**config.mk**
```make
export PLATFORM = sky130hd
export DESIGN_NAME = sweep_ctrl
export DESIGN_NICKNAME = d
export VERILOG_FILES = /design/src/rtl/sweep_ctrl.sv
export SDC_FILE = /design/constraint.sdc
export NUM_CORES = 1
export LEC_CHECK = 0
export ABC_AREA = 1
export CORE_MARGIN = 3
export CORE_UTILIZATION = 50
export DETAILED_ROUTE_END_ITERATION = 8
export HOLD_SLACK_MARGIN = 0.05
export MAX_ROUTING_LAYER = met4
export PLACE_DENSITY = 0.74
export RECOVER_POWER = 100
export SLEW_MARGIN = 20
export SYNTH_ARGS = -nofsm -noshare
export SYNTH_HDL_FRONTEND = slang
export SYNTH_SLANG_ARGS = --single-unit
```
**constraint.sdc**
```tcl
create_clock -name clk -period 8.2 [get_ports clk]
set_input_delay 1.64 -clock clk [delete_from_list [all_inputs] [get_ports clk]]
set_output_delay 1.64 -clock clk [all_outputs]
set_load 0.005 [all_outputs]
```
**src/rtl/sweep_ctrl.sv**
```systemverilog
// rtl/sweep_ctrl.sv - FCW sweep sequencer driving a DDS frequency control word
module sweep_ctrl #(
    parameter int FCW_W   = 24,
    parameter int DWELL_W = 16
) (
    input  logic               clk,
    input  logic               reset,
    input  logic               start,
    input  logic               abort,
    input  logic [FCW_W-1:0]   cfg_start_fcw,
    input  logic [FCW_W-1:0]   cfg_stop_fcw,
    input  logic [FCW_W-1:0]   cfg_step,
    input  logic [DWELL_W-1:0] cfg_dwell,
    input  logic               cfg_cont,
    output logic [FCW_W-1:0]   fcw,
    output logic               fcw_upd,
    output logic               busy,
    output logic               done
);

    typedef enum logic {
        IDLE  = 1'b0,
        SWEEP = 1'b1
    } state_t;

    state_t             state;
    logic [FCW_W-1:0]   sh_start;
    logic [FCW_W-1:0]   sh_stop;
    logic [FCW_W-1:0]   sh_step;
    logic [DWELL_W-1:0] sh_dwell_m1;
    logic               sh_cont;
    logic [DWELL_W-1:0] dwell_cnt;

    logic [FCW_W:0]     sum;
    logic [FCW_W-1:0]   next_fcw;
    logic [DWELL_W-1:0] cfg_dwell_m1;

    // One extra bit on the sum so an overflowing step clamps to stop instead of wrapping.
    always_comb begin
        sum          = {1'b0, fcw} + {1'b0, sh_step};
        next_fcw     = (sum <= {1'b0, sh_stop}) ? sum[FCW_W-1:0] : sh_stop;
        cfg_dwell_m1 = (cfg_dwell == '0) ? '0 : cfg_dwell - DWELL_W'(1);
    end

    always_ff @(posedge clk) begin
        if (reset) begin
            state       <= IDLE;
            fcw         <= '0;
            fcw_upd     <= 1'b0;
            busy        <= 1'b0;
            done        <= 1'b0;
            dwell_cnt   <= '0;
            sh_start    <= '0;
            sh_stop     <= '0;
            sh_step     <= '0;
            sh_dwell_m1 <= '0;
            sh_cont     <= 1'b0;
        end else begin
            fcw_upd <= 1'b0;
            done    <= 1'b0;
            case (state)
                IDLE: begin
                    if (start) begin
                        sh_start    <= cfg_start_fcw;
                        sh_stop     <= cfg_stop_fcw;
                        sh_step     <= cfg_step;
                        sh_dwell_m1 <= cfg_dwell_m1;
                        sh_cont     <= cfg_cont;
                        fcw         <= cfg_start_fcw;
                        fcw_upd     <= 1'b1;
                        dwell_cnt   <= cfg_dwell_m1;
                        busy        <= 1'b1;
                        state       <= SWEEP;
                    end
                end
                SWEEP: begin
                    if (abort) begin
                        busy  <= 1'b0;
                        state <= IDLE;
                    end else if (dwell_cnt != '0) begin
                        dwell_cnt <= dwell_cnt - DWELL_W'(1);
                    end else if (fcw != sh_stop) begin
                        fcw       <= next_fcw;
                        fcw_upd   <= 1'b1;
                        dwell_cnt <= sh_dwell_m1;
                    end else if (!sh_cont) begin
                        done  <= 1'b1;
                        busy  <= 1'b0;
                        state <= IDLE;
                    end else begin
                        done      <= 1'b1;
                        fcw       <= sh_start;
                        fcw_upd   <= 1'b1;
                        dwell_cnt <= sh_dwell_m1;
                    end
                end
                default: state <= IDLE;
            endcase
        end
    end

endmodule

```
==> impl_metrics.json, run 1 <==
{
  "vias": 9555,
  "path_max_fanout": 77,
  "worst_ep_arrival_time_ns": 6.22,
  "hpwl_um": 20520,
  "h-tree-depth": 4,
  "yosys.area.top_type": "dfxtp_1",
  "maxCapViolations": 3,
  "die_width_um": 140.6,
  "startpoint_type": "input pin",
  "ant_nets": 0,
  "grt_max_degree": 81,
  "finalSetupViolCount": 0,
  "hold_depth": 2,
  "avgSynthCellArea_sq_um": 6.363,
  "post-cts-setup-buffers": 0,
  "numCtsBuffers": 17,
  "async_flop_share": 0,
  "syn2layout_area_growth_pct": 19.82,
  "drc": 0,
  "diodes": 0,
  "fmax_ghz": 0.1703,
  "final-hold-violation-count": 0,
  "regToRegStartpoint": "fcw[8]",
  "dieArea_sq_mm": 0.01977,
  "portBuffers": 119,
  "violations": "capacitance limit, slew limit",
  "die_h_um": 140.6,
  "min-delay-start": "sh_dwell_m1[10]",
  "dr.pass1.iters": 5,
  "fin_crit_sh": 0.7160,
  "grt_antenna_before_repair": 0,
  "finalWorstSetupSlack_ns": 2.329,
  "leakage_nw": 5.113,
  "placement_rows": 48,
  "fp.coreArea_sq_mm": 0.01754,
  "syn-cell-area_sq_mm": 0.009061,
  "yosys-top-cells-count": "289 x nand2_1, 273 x nor2_1, 149 x inv_1",
  "wl_per_cell_um": 16.38,
  "synthTopCellsByArea": "dfxtp_1 29%, nand2_1 12%, nor2_1 11%",
  "reg2reg_depth": 20,
  "clock_latency_ns": 0.43,
  "drtIter0Drc": 880,
  "grt-ovfl-total": 0,
  "slew_violations": 148,
  "r2r-end": "fcw[16]",
  "yosysMostFrequentCell": "nand2_1",
  "routed_via_density": 5.473,
  "yosysTopAreaCellShare": 0.2938,
  "max_slew_margin": -1.088,
  "r2r_slack_ns": 4.00,
  "ios": 120,
  "yosys_most_used_dff": "dfxtp_1",
  "finalWirelength_um": 28600,
  "fin_skew_ns": 0.009854,
  "clock-sinks": 133,
  "root_buffer": "clkbuf_16",
  "synth-edff-count": 0,
  "period_needed_ns": 5.871,
  "netlist_instances": 1424,
  "initial_utilization": 0.5167,
  "critical_path_class": "input pin to flip-flop",
  "synth_seq_cells": 133,
  "ctsResizeCount": 0,
  "grt_pass1_vias": 8884,
  "place.gp.congestion": 1.011,
  "hp-class": "flip-flop to flip-flop",
  "worst_pin_slew_ns": 3.132,
  "clockBufferDepth": 2,
  "grt_pass1_wl_um": 45150,
  "synth_cell_types": 44,
  "vdd_drop_max_v": 0.0001691,
  "worstSetupEndpointType": "flip-flop",
  "powerDensity_mw_per_mm2": 207.4,
  "yosysWarnings": 0,
  "cts_hold_buf": 0,
  "path_clk_slew_ns": 0.06,
  "finalSetupTns_ns": 0,
  "synth_fp_nets": 1569,
  "gr-usage-all-layers": 0.2917,
  "cts_tree": "yes",
  "seq_area_frac_synth": 0.2938,
  "min_to": "sh_dwell_m1[10]",
  "rsz0062_at_grt": "false",
  "fin_nets": 1653,
  "pre_cts_slack_ns": 3.962,
  "crit_required_ns": 8.55,
  "layout-drive-gt1-share": 0.04536,
  "status": "finished, violations left"
}
[metrics by stage]
step           hold WS [ns]  area (sq um)    util  cells  power, W
2_1_floorplan        0.4305          9061       -   1424  0.001270
3_3_place_gp         0.4542         10320  0.5884   1714  0.001477
3_5_place_dp         0.4576         10320  0.5884   1714  0.001486
4_1_cts              0.4660         10900  0.6216   1746  0.002252
5_1_grt              0.4937         10860  0.6191   1746  0.002372
6_report             0.4677         10860  0.6191   1746  0.002251
[registers in the layout, summed over array words and instances (netlist names)]
signal	cells
sh_dwell_m1	16
done	1
sh_stop	24
sh_step	24
fcw	24
busy	1
sh_cont	1
sh_start	24
fcw_upd	1
state	1
dwell_cnt	16
[cells in the final DEF, fill, tap and decap left out, types with 4 or more instances in the layout]
| cell | count |
|---|---|
| ha_1 | 51 |
| a211oi_1 | 26 |
| o21bai_1 | 6 |
| clkdlybuf4s50_1 | 88 |
| nand2_2 | 8 |
| nor4_1 | 6 |
| a21oi_1 | 104 |
| buf_4 | 5 |
| a21oi_2 | 14 |
| nor2_2 | 4 |
| nand3b_1 | 4 |
| nand4_1 | 21 |
| clkbuf_1 | 8 |
| xor2_1 | 23 |
| nor2_1 | 273 |
| nand3_1 | 79 |
| xnor2_1 | 20 |
| or2_2 | 4 |
| nor3_1 | 13 |
| inv_1 | 150 |
| o211ai_1 | 4 |
| clkbuf_16 | 17 |
| o21ai_0 | 101 |
| o22ai_1 | 4 |
| nand2_1 | 289 |
| dfxtp_1 | 133 |
| dlygate4sd3_1 | 31 |
[critical path: stages]
cell and delay, ns:
dlygate4sd3_1 0.53, buf_4 0.28, inv_1 0.51, clkbuf_1 2.26, o21ai_0 0.64, a21oi_1 0.29
[power breakdown]
group,switching [W],internal (W)
Sequential,0.0000582,0.000707
Combinational,0.000448,0.000270
Clock,0.000296,0.000472
[cell type report]
cell class | count | area, sq um
Sequential cell | 133 | 2663
Timing Repair Buffer | 127 | 1240
Tap cell | 225 | 281.5
Clock buffer | 25 | 485.5
Inverter | 154 | 578.1
Fill cell | 1696 | 6680
Clock inverter | 7 | 96.34
Multi-Input combinational cell | 1075 | 5513
[layer usage]
layer,GRT usage,wire [um],vias to the layer above
met5,-,0,-
met4,0.1081,881,0
met3,0.05461,1897,66
met2,0.4758,13490,354
met1,0.3609,12330,4331
li1,-,-,4804
[logic make-up after synthesis]
logic type	Yosys count	synth area share
fa+ha+maj	52	0.07263
compound gates	272	0.1736
flops	133	0.2938
simple gates	708	0.3230
xor+xnor	43	0.04156
buf+inv	216	0.09541
[how the worst max path moves through the flow]
stage	from	end	slack [ns]	cells after the start
floorplan	fcw[0]	fcw[0]	5.01	21
global placement	start	sh_dwell_m1[3]	4.03	7
detailed placement	start	sh_start[3]	3.96	7
CTS	fcw[8]	fcw[23]	4.14	20
global route	reset	sh_stop[5]	1.94	6
finish	reset	sh_stop[5]	2.33	6
Note: power is estimated with default switching activity, not from simulation.
==> inputs of run 2 (changes only) <==
PLACE_DENSITY = 0.76   (was 0.74)
clock period = 5.3 ns   (was 8.2 ns; I/O delays follow)
==> impl_metrics.json, run 2 (synthesized netlist as in run 1, its figures left out) <==
{
  "critical_path.cell_chain": "ha_1 -> inv_1 -> fa_1 -> inv_1 -> nand3_1 -> nand2_1 -> nand2_1 -> nand2_1 -> a31oi_1 -> xnor2_1 -> ha_1 -> nand2_1 -> nor4_1 -> nand2_1 -> nor3_1 -> nand2_2 -> nand2_4 -> nand2_1 -> nand3_1 -> nand2_1 -> a21oi_1",
  "critical_path_class": "flip-flop to flip-flop",
  "min-delay-start": "sh_dwell_m1[7]",
  "dp.cells": 1715,
  "worst_pin_slew_ns": 2.539,
  "worstSetupEndpointType": "flip-flop",
  "dr.pass1.iters": 7,
  "hpwl_um": 21540,
  "ios": 120,
  "reg2reg_depth": 21,
  "root_buffer": "clkbuf_16",
  "initial_utilization": 0.5167,
  "crit_required_ns": 5.64,
  "fin_skew_ns": 0.01301,
  "wl_per_cell_um": 16.90,
  "cp.depth": 21,
  "finalWirelength_um": 29520,
  "critPathMaxStageDelay_ns": 0.54,
  "violations": "DRC, capacitance limit, slew limit",
  "syn2layout_area_growth_pct": 19.98,
  "slew_violations": 109,
  "startpoint_type": "flip-flop",
  "path_delay_family": "simple AND/OR/NAND/NOR gates",
  "drtIter0Drc": 758,
  "layout-drive-gt1-share": 0.04336,
  "gr-usage-all-layers": 0.3059,
  "max_slew_margin": -0.6930,
  "crit_top_cell": "nand2_1",
  "fin_cells": 1747,
  "fmax_ghz": 0.2071,
  "maxCapViolations": 3,
  "critPathLaunch": "fcw[0]",
  "ant_nets": 0,
  "grt_pass1_vias": 9270,
  "path_buf_inv": 2,
  "grt_max_degree": 52,
  "period_needed_ns": 4.828,
  "hold_depth": 2,
  "place.gp.congestion": 0.9972,
  "diodes": 0,
  "ctsResizeCount": 0,
  "final_cell_mix": "291 x nand2_1, 274 x nor2_1, 151 x inv_1",
  "finalSetupTns_ns": 0,
  "clock-sinks": 133,
  "dieArea_sq_mm": 0.01977,
  "vias": 9628,
  "cts_hold_buf": 0,
  "worst_ep_arrival_time_ns": 5.17,
  "critPathSlowestCell": "nor4_1",
  "regToRegStartpoint": "fcw[0]",
  "die_width_um": 140.6,
  "rsz0062_at_grt": "false",
  "vdd_drop_max_v": 0.0003477,
  "finalSetupViolCount": 0,
  "cts_tree": "yes",
  "status": "finished, violations left",
  "portBuffers": 119,
  "h-tree-depth": 4,
  "path_max_fanout": 25,
  "placement_rows": 48,
  "grt_antenna_before_repair": 0,
  "final-hold-violation-count": 0,
  "powerDensity_mw_per_mm2": 329.5,
  "die_h_um": 140.6,
  "fp.coreArea_sq_mm": 0.01754,
  "post-cts-setup-buffers": 0,
  "routed_via_density": 5.511,
  "path_clk_slew_ns": 0.06,
  "grt_pass1_wl_um": 47310,
  "leakage_nw": 5.140,
  "clock_latency_ns": 0.43,
  "hp-class": "flip-flop to flip-flop",
  "drc": 2,
  "fin_crit_sh": 0.9109,
  "clockBufferDepth": 2,
  "grt-ovfl-total": 0,
  "numCtsBuffers": 17,
  "fin_nets": 1654,
  "mostFrequentLayoutCell": "nand2_1"
}
==> run 2: final cells by class <==
class / instances / area, sq um
flip-flops and latches: 133 / 2663
fillers: 1694 / 6665
clock inverters: 15 / 200.2
inverters: 154 / 578.1
multi-input cells: 1075 / 5487
repair buffers: 128 / 1237
well taps: 225 / 281.5
clock buffers: 17 / 425.4
==> run 2: tightest hold or removal path: cells and delay by family, from the launching register on <==
| kind | cells | cell delay [ns] |
|---|---|---|
| flip-flops | 1 | 0.31 |
| AO/OA/AOI/OAI | 1 | 0.05 |
| AND/OR/NAND/NOR | 1 | 0.06 |
==> run 2: routing by layer <==
metal,wire length (um),global-route usage
met3,1629,0.04342
met5,0,-
met1,12630,0.3725
met2,14070,0.5010
met4,1194,0.1448
==> run 2: through the flow <==
step / area (sq um) / power (W) / util / hold WS [ns] / setup slack, ns
floorplan: 9061 / 0.001964 / - / 0.4305 / 2.110
global placement: 10330 / 0.002298 / 0.5890 / 0.4489 / 0.8132
detailed placement: 10330 / 0.002313 / 0.5890 / 0.4490 / 0.7233
CTS: 10950 / 0.003602 / 0.6246 / 0.4621 / 0.6630
global route: 10870 / 0.003781 / 0.6199 / 0.4991 / 0.1789
finish: 10870 / 0.003582 / 0.6199 / 0.4662 / 0.4724
==> run 2: worst paths after layout <==
path | slack (ns) | to
max | 0.47 | fcw[5]
min | 0.47 | sh_dwell_m1[7]
max reg2reg | 0.47 | fcw[5]
min reg2reg | 0.47 | sh_dwell_m1[7]
==> run 2: power by group <==
| group | switching (W) | total [W] | leakage (nW) | internal (W) |
|---|---|---|---|---|
| registers | 0.0000886 | 0.00118 | 1.10 | 0.00109 |
| logic | 0.000695 | 0.00111 | 3.74 | 0.000416 |
| clock network | 0.000499 | 0.00129 | 0.296 | 0.000790 |
==> inputs of run 3 (changes only) <==
PLACE_DENSITY = 0.74   (was 0.76)
SKIP_CTS_REPAIR_TIMING = 1   (was default)
clock period = 5.1 ns   (was 5.3 ns; I/O delays follow)
==> impl_metrics.json, run 3 (synthesized netlist as in run 1, its figures left out) <==
{
  "final_cell_mix": "290 x nand2_1, 274 x nor2_1, 150 x inv_1",
  "routed_via_density": 5.451,
  "r2r-end": "fcw[9]",
  "critical_path.cell_chain": "ha_1 -> inv_1 -> fa_1 -> inv_1 -> nand3_1 -> nand2_1 -> nand2_1 -> nand2_2 -> a31oi_1 -> xnor2_1 -> ha_1 -> nand2_1 -> nor4_1 -> nand2_1 -> nor3_1 -> nand2_2 -> nand2_4 -> nand2_1 -> nand3_1 -> nand2_1 -> a21oi_1",
  "worst_pin_slew_ns": 1.691,
  "grt_max_degree": 58,
  "r2r_slack_ns": 0.53,
  "fp.coreArea_sq_mm": 0.01754,
  "leakage_nw": 5.136,
  "reg2reg_depth": 21,
  "grt_antenna_before_repair": 0,
  "h-tree-depth": 4,
  "powerDensity_mw_per_mm2": 332.9,
  "clockBufferDepth": 2,
  "grt_pass1_vias": 8942,
  "maxCapViolations": 1,
  "root_buffer": "clkbuf_16",
  "fmax_ghz": 0.2188,
  "grt_pass1_wl_um": 45830,
  "crit_required_ns": 5.45,
  "layout-drive-gt1-share": 0.04468,
  "rsz0062_at_grt": "false",
  "placement_rows": 48,
  "violations": "capacitance limit, slew limit",
  "path_clk_slew_ns": 0.06,
  "hp-class": "flip-flop to flip-flop",
  "vias": 9523,
  "portBuffers": 119,
  "place.gp.congestion": 0.9968,
  "wl_per_cell_um": 16.30,
  "initial_utilization": 0.5167,
  "fin_crit_sh": 0.8961,
  "max_slew_margin": -0.1276,
  "die_h_um": 140.6,
  "worst_ep_arrival_time_ns": 4.92,
  "critPathMaxStageDelay_ns": 0.48,
  "drc": 0,
  "hpwl_um": 20700,
  "dr.pass1.iters": 6,
  "clock-sinks": 133,
  "power_w": 0.003609,
  "ant_nets": 0,
  "status": "finished, violations left",
  "min_to": "sh_dwell_m1[10]",
  "finalWirelength_um": 28480,
  "crit_top_cell": "nand2_1",
  "worstSetupEndpointType": "flip-flop",
  "critical_path_class": "flip-flop to flip-flop",
  "syn2layout_area_growth_pct": 19.66,
  "final-hold-violation-count": 0,
  "drtIter0Drc": 775,
  "ios": 120,
  "mostFrequentLayoutCell": "nand2_1",
  "critPathSlowestCell": "nor4_1",
  "finalSetupViolCount": 0,
  "fin_skew_ns": 0.008328,
  "numCtsBuffers": 17,
  "die_width_um": 140.6,
  "gr-usage-all-layers": 0.2937,
  "diodes": 0,
  "startpoint_type": "flip-flop",
  "finalSetupTns_ns": 0,
  "fin_nets": 1654,
  "min-delay-start": "sh_dwell_m1[10]",
  "vdd_drop_max_v": 0.0002571,
  "n_fill_cell": 1701,
  "slew_violations": 41,
  "clock_latency_ns": 0.43,
  "holdWs_ns": 0.4667,
  "hold_depth": 2,
  "period_needed_ns": 4.570,
  "path_max_fanout": 25,
  "regToRegStartpoint": "fcw[0]",
  "dieArea_sq_mm": 0.01977,
  "grt-ovfl-total": 0,
  "cts_tree": "yes"
}
run 3: critical path, delay by kind of cell, from the launching register on:
| family | cells | cell delay [ns] |
|---|---|---|
| AND/OR/NAND/NOR | 13 | 2.47 |
| buffers and inverters | 2 | 0.18 |
| XOR/XNOR | 1 | 0.20 |
| flip-flops | 1 | 0.39 |
| AO/OA/AOI/OAI | 2 | 0.25 |
| adder cells (fa/ha/maj) | 3 | 1.00 |
run 3: layout make-up:
cell class | count | area, sq um | area share
multi-input cells | 1075 | 5493 | 0.5066
flip-flops and latches | 133 | 2663 | 0.2456
repair buffers | 128 | 1242 | 0.1146
clock buffers | 20 | 456.7 | 0.04212
inverters | 154 | 578.1 | 0.05331
well taps | 225 | 281.5 | 0.02596
clock inverters | 12 | 128.9 | 0.01189
run 3: worst max path at each step:
stage | from | end | slack [ns]
after floorplan | fcw[0] | fcw[0] | 1.91
after global placement | fcw[0] | fcw[21] | 0.75
after detailed placement | fcw[0] | fcw[19] | 0.69
after CTS | fcw[0] | fcw[15] | 0.65
after global routing | fcw[0] | fcw[21] | 0.13
final | fcw[0] | fcw[9] | 0.53
run 3: metal layers:
| metal | GRT usage | up-vias | wire length [um] |
|---|---|---|---|
| li1 | - | 4801 | - |
| met1 | 0.3704 | 4298 | 12560 |
| met2 | 0.4718 | 352 | 13170 |
| met3 | 0.05292 | 72 | 1777 |
| met4 | 0.1096 | 0 | 972 |
| met5 | - | - | 0 |
run 3: where the power goes:
| part | leakage (nW) | internal, W | total (W) | switching (W) |
|---|---|---|---|---|
| Sequential | 1.10 | 0.00114 | 0.00123 | 0.0000932 |
| Combinational | 3.74 | 0.000429 | 0.00114 | 0.000713 |
| Clock | 0.294 | 0.000745 | 0.00124 | 0.000492 |
run 3: metrics by stage:
stage                       util  instances  setup slack (ns)  area, sq um
after global routing      0.6183       1747            0.1306        10840
after CTS                 0.6222       1747            0.6513        10910
after detailed placement  0.5888       1715            0.6857        10330
final                     0.6183       1747            0.5299        10840
after global placement    0.5888       1715            0.7543        10330
after floorplan                -       1424             1.910         9061
